### config.mk
export PLATFORM = sky130hd
export DESIGN_NAME = n4_neg_arbiter
export DESIGN_NICKNAME = d
export VERILOG_FILES = /design/src/rtl/n4_neg_arbiter.sv
export SDC_FILE = /design/constraint.sdc
export NUM_CORES = 1
export LEC_CHECK = 0
export BUFFER_PORTS_ARGS = -buffer_cell sky130_fd_sc_hd__buf_4
export CORE_AREA = 2 2 46 57
export CTS_CLUSTER_DIAMETER = 100
export CTS_CLUSTER_SIZE = 25
export DETAILED_ROUTE_END_ITERATION = 16
export DIE_AREA = 0 0 48 59
export GPL_ROUTABILITY_DRIVEN = 0
export PLACE_DENSITY = 0.68
export SETUP_SLACK_MARGIN = 0.02
export SYNTH_ARGS = -nofsm -noshare
export SYNTH_HDL_FRONTEND = slang
export SYNTH_HIERARCHICAL = 1
export SYNTH_SLANG_ARGS = --single-unit
### constraint.sdc
create_clock -name clock -period 2.2 [get_ports clock]
set_input_delay 0.22 -clock clock [delete_from_list [all_inputs] [get_ports clock]]
set_output_delay 0.22 -clock clock [all_outputs]
set_load 0.02 [all_outputs]
### src/rtl/n4_neg_arbiter.sv
// Round-robin share of one excess-8 negator between requesters A/B; N4_NEG_ARB_OWCNT_EN adds a saturating overflow counter.
// Result+ack one edge after the grant; a waiting requester holds req until the current ack falls (4-phase handshake).
module n4_c2_negator (
    input  logic [3:0] i_x,
    output logic [3:0] o_z,
    output logic       o_ow
);
    assign o_z  = 4'd0 - i_x;
    // -8 (0000) has no positive counterpart in excess-8
    assign o_ow = (i_x == 4'd0);
endmodule

module n4_neg_arbiter (
    input  logic       clock,
    input  logic       reset,
    input  logic       req_a,
    input  logic [3:0] xa3_xa0,
    output logic       ack_a,
    output logic [3:0] za3_za0,
    output logic       ow_a,
    input  logic       req_b,
    input  logic [3:0] xb3_xb0,
    output logic       ack_b,
    output logic [3:0] zb3_zb0,
    output logic       ow_b,
`ifdef N4_NEG_ARB_OWCNT_EN
    output logic [7:0] owc7_owc0,
`endif
    output logic       busy
);
    typedef enum logic [1:0] {S_IDLE, S_CALC, S_ACK} state_t;

    state_t     r_state;
    logic [3:0] r_op;
    logic       r_sel;
    logic       r_prio;
    logic       r_ack_a, r_ack_b;
    logic [3:0] r_za, r_zb;
    logic       r_ow_a, r_ow_b;

    logic [3:0] w_z;
    logic       w_ow;
    logic       w_grant_b;
    logic       w_req_sel;

    n4_c2_negator u_neg (
        .i_x  (r_op),
        .o_z  (w_z),
        .o_ow (w_ow)
    );

    // B wins when it is the only requester, or when both ask and B holds priority
    assign w_grant_b = req_b & (~req_a | r_prio);
    assign w_req_sel = r_sel ? req_b : req_a;

    always_ff @(posedge clock or posedge reset) begin
        if (reset) begin
            r_state <= S_IDLE;
            r_op    <= 4'd0;
            r_sel   <= 1'b0;
            r_prio  <= 1'b0;
            r_ack_a <= 1'b0;
            r_ack_b <= 1'b0;
            r_za    <= 4'd0;
            r_zb    <= 4'd0;
            r_ow_a  <= 1'b0;
            r_ow_b  <= 1'b0;
        end else begin
            case (r_state)
                S_IDLE: begin
                    if (req_a | req_b) begin
                        r_sel   <= w_grant_b;
                        r_op    <= w_grant_b ? xb3_xb0 : xa3_xa0;
                        r_state <= S_CALC;
                    end
                end
                S_CALC: begin
                    if (r_sel) begin
                        r_zb    <= w_z;
                        r_ow_b  <= w_ow;
                        r_ack_b <= 1'b1;
                    end else begin
                        r_za    <= w_z;
                        r_ow_a  <= w_ow;
                        r_ack_a <= 1'b1;
                    end
                    r_state <= S_ACK;
                end
                S_ACK: begin
                    if (!w_req_sel) begin
                        r_ack_a <= 1'b0;
                        r_ack_b <= 1'b0;
                        r_prio  <= ~r_sel;
                        r_state <= S_IDLE;
                    end
                end
                default: r_state <= S_IDLE;
            endcase
        end
    end

`ifdef N4_NEG_ARB_OWCNT_EN
    logic [7:0] r_owc;

    always_ff @(posedge clock or posedge reset) begin
        if (reset) begin
            r_owc <= 8'd0;
        end else if (r_state == S_CALC && w_ow && r_owc != 8'hFF) begin
            r_owc <= r_owc + 8'd1;
        end
    end

    assign owc7_owc0 = r_owc;
`endif

    assign ack_a   = r_ack_a;
    assign ack_b   = r_ack_b;
    assign za3_za0 = r_za;
    assign zb3_zb0 = r_zb;
    assign ow_a    = r_ow_a;
    assign ow_b    = r_ow_b;
    assign busy    = (r_state != S_IDLE);
endmodule

Yosys cells after proc, flatten, opt, wreduce, memory -nomap -nowiden --
Cells that the tools add are included.
Word-level totals: bits in registers 20, latch bits 0, bits in writable memories 0, memory bits (read-only) 0, input bits 12, output and inout bits 13, logic and storage cells 44, memories kept 0
Cells by class: add/sub/neg operators 1, $mul 0, div/mod/pow operators 0, order comparisons 0, eq/ne operators 6, shift operators 0, multiplexer cells 10, bitwise gates (word level) 6, reductions and logical operators 11
Operators with widths (number):
- $reduce_and A2 Y1 | 5
- $ne A2 B2 Y1 const B | 4
- $pmux W2 S3 | 1
- $reduce_and A3 Y1 | 2
- $logic_not A4 Y1 | 1
- $mux W1 | 4
- $mux W2 | 2
- $mux W4 | 1
- $pmux W1 S2 | 2
- $reduce_bool A2 Y1 | 2
- $sub A1 B4 Y4 const A | 1
- $not A1 Y1 | 3
- $eq A2 B1 Y1 const B | 1
- $eq A2 B2 Y1 const B | 1
- $logic_not A2 Y1 | 1
- $or A1 B1 Y1 | 2
- $and A1 B1 Y1 | 1

Longest topological paths before layout --
depth in word-level cells 4, depth in mapped cells 5, gate-level depth less buffers 4

Modules after synthesis --
The synthesis kept the hierarchy.
By module, submodules not included:
- n4_neg_arbiter | instances 1, cells an instance 77, area an instance 913.4 µm², sequential area each 500.5 µm²
- n4_c2_negator | instances 1, cells an instance 8, area an instance 62.6 µm², sequential area each 0.0 µm²

Least setup slack after synthesis --
Ideal clock, no wire load.
path type reg2reg, from reg r_state[1], to reg r_ow_a, in the netlist ow_a, library setup time 0.125 ns, data arrival time 1.065 ns, data required time 2.075 ns, setup slack 1.010 ns, stages on the path, launching flop included 4, path buffers 0, period minus slack after synthesis 1.190 ns, cells stage by stage dfrtp_1 -> nand2b_1 -> nor2_2 -> mux2_2
Between the ends: longest elaborated chain between the ends 2
Ends and longest elaborated chain:
- start: declaration | RTL line 33 | state_t r_state;
- start signal: assignment | RTL line 58 | r_state <= S_IDLE;
- start signal: assignment | RTL line 74 | r_state <= S_CALC;
- start signal: assignment | RTL line 87 | r_state <= S_ACK;
- $eq A2 B1 Y1 | RTL line 69 | case (r_state)
- $reduce_and A2 Y1 (no source line)
- end signal: assignment | RTL line 84 | r_ow_a <= w_ow;
- end: declaration | RTL line 39 | logic r_ow_a, r_ow_b;
Every way passes these cells. A chain may end at the register's enable or synchronous reset.

Worst setup path in the final report --
from reg r_state[0], to out busy
Between the ends: longest elaborated chain between the ends 1
Ends and longest elaborated chain:
- $reduce_bool A2 Y1 | RTL line 122 | assign busy = (r_state != S_IDLE);
- end: declaration | RTL line 29 | output logic busy
Every way passes these cells.

==> impl_metrics.tcl <==
set metrics [dict create \
    status "finished, final reports clean" \
    seqPwrFrac 0.390 \
    initial_core_util 0.432 \
    drt_iter0_drc 10 \
    mostFrequentLayoutCell "buf_4" \
    insertion_delay_ns 0.29 \
    swShare 0.392 \
    worst_pin_slew_ns 0.718 \
    grt_pass1_vias 726 \
    postCtsSetupRepairBufs 0 \
    hold_class "input port to asynchronous set/reset pin" \
    final.min_clock_period_ns 1.54 \
    crit_end "busy" \
    hold_viol_final 0 \
    crit_slowest_cell "dfrtp_1" \
    routed_wl_mm 1.77 \
    htreeDepth 1 \
    ys_seq_area_frac 0.513 \
    cts-root-buf "clkbuf_4" \
    drt-pass1-iter-count 4 \
    worstPathMaxFanout 6 \
    slew_headroom 0.521 \
    hpwl_mm 1.44 \
    synthCells 85 \
    vdd_drop_max_uv 673 \
    r2r-start "r_state[1]" \
    cap_violations 0 \
    endpoint_kind "output pin" \
    io_pins 25 \
    routedWlPerCell_um 12.5 \
    dieArea_um2 2830 \
    p_int_uw 1070 \
    arrival_ns 1.32 \
    via_per_inst 4.90 \
    antenna_found_initial 0 \
    p_leak_uw 0.000544 \
    track_usage 0.154 \
    syn2layout_area_growth_pct 23.1 \
    dr_total_vias 691 \
    reg2reg_to "za3_za0[1]" \
    place.port_buffers 24 \
    syn_area_per_cell_um2 11.5 \
    dp.cells 137 \
    finalInstanceArea_um2 1200 \
    nFillCells 215 \
    synthDistinctLibCells 23 \
    drive_gt1_frac 0.427 \
    cts_resized 0 \
    finalClockSkew_ns 0.00540 \
    tns_ns 0 \
    die_w_um 48 \
    clkTransAtPathRegs_ns 0.11 \
    crit_path_max_incr_delay_ns 0.43 \
    crit_type "register to output pin" \
    die_y_um 59 \
    start_kind "register" \
    worstRegToRegCells 3 \
    netSwitchingPower_uw 688 \
    fin_util 0.532 \
    worst_ep_required_time_ns 1.98 \
    core_um2 2260 \
    clock.fmax_mhz 648 \
    fin_crit_sh 0.701 \
    cts_buffers 3 \
    cts_tree "done" \
    synth_area_um2 976 \
    overflow 0 \
    power.density_nw_per_um2 1460 \
    whs_ns 0.0390 \
    rsz0062_at_grt "no" \
    setup_viol 0 \
    synth_seq_cells 20 \
    hold_buffers 0 \
    clock_path_buffers 2 \
    r2r_slack_ns 0.88 \
    grt_max_degree 21 \
    n_antenna_cell 0 \
    crit_chain "nor2_1 > inv_1 > buf_4" \
    combPwrFrac 0.493 \
    dpl_cell_area_um2 1160 \
    report.final.slew_viol_count 0 \
    ys_warn_count 6 \
    num_rows 19 \
    drc_errors 0 \
    synth_fp_nets 98 \
    pwr-share-clk 0.117 \
    cts_sinks 20 \
    final_net_count 124 \
    ant_nets 0 \
    final_cell_mix "buf_4, dfrtp_1, mux2_2" \
    stdcell_count 141 \
    startpoint "r_state[0]" \
    grt_pass1_wl_mm 3.14 \
]
final cells by class:
type | count | area (um2) | area share
sequential | 20 | 500 | 0.417
multi-input combinational | 55 | 419 | 0.349
timing repair buffer | 24 | 180 | 0.150
tap | 31 | 38.8 | 0.0323
clock buffer | 4 | 36.3 | 0.0302
inverter | 7 | 26.3 | 0.0219
power groups by stage:
stage | registers [uW] | clock network [uW] | logic, uW
floorplan | 793 | 0 | 502
global placement | 691 | 0 | 864
detailed placement | 697 | 0 | 878
CTS | 689 | 211 | 880
global route | 716 | 237 | 952
finish | 685 | 205 | 865
kinds of logic after synthesis:
family	count (synthesis)	synth area share
buffers and inverters	10	0.0577
XOR/XNOR	2	0.0180
flip-flops	20	0.513
adder cells (fa/ha/maj)	1	0.0128
AND/OR/NAND/NOR	19	0.122
multiplexers	10	0.115
AO/OA/AOI/OAI	23	0.162
sequential cells by signal, indices dropped and copies added, names as in the netlist, 2 cells and up:
signal / flops
r_state: 2
zb3_zb0: 4
za3_za0: 4
r_op: 4
stage by stage:
step / power (uW) / worst slack, ns
final: 1760 / 0.657
after global routing: 1910 / 0.547
after CTS: 1780 / 0.644
after detailed placement: 1570 / 0.884
after global placement: 1550 / 0.890
after floorplan: 1290 / 1.01
worst min-delay path by stage:
stage                       to  slack [ns]  depth (start not counted)
floorplan                ack_a        0.18                          1
global placement    za3_za0[1]        0.39                          2
detailed placement  za3_za0[1]        0.39                          2
CTS                 za3_za0[0]        0.07                          2
global route        zb3_zb0[3]        0.09                          2
finish              zb3_zb0[3]        0.04                          2
layer usage:
metal / global-route usage / up-vias / routed length [um]
li1: - / 348 / -
met1: 0.193 / 313 / 772
met2: 0.251 / 28 / 881
met3: 0.0274 / 2 / 100
met4: 0.0695 / 0 / 16
met5: 0 / - / 0
Yosys cell counts:
cell	instances	area [um2]
nor2_2	1	6.26
inv_1	7	26.3
a31oi_2	4	50.1
ha_1	1	12.5
o22ai_1	1	6.26
o32ai_2	1	16.3
buf_6	2	22.5
nand2_1	2	7.51
nor3_2	1	10.0
mux2_2	10	113
xnor2_1	2	17.5
buf_4	1	7.51
nand3_1	4	20.0
dfrtp_1	20	500
nand2b_1	3	18.8
nor2b_1	2	12.5
nor3b_1	2	15.0
o21ai_0	9	45.0
or2_4	1	8.76
and2b_1	1	7.51
nor2_1	1	3.75
and2_4	1	8.76
a21oi_1	8	40.0
critical path: cells and delay by family, from the launching register on:
kind / cells / cell delay, ns
DFF: 1 / 0.43
and+or+nand+nor: 1 / 0.30
buffers and inverters: 2 / 0.30
No activity file was read; power rests on OpenSTA's default activity.
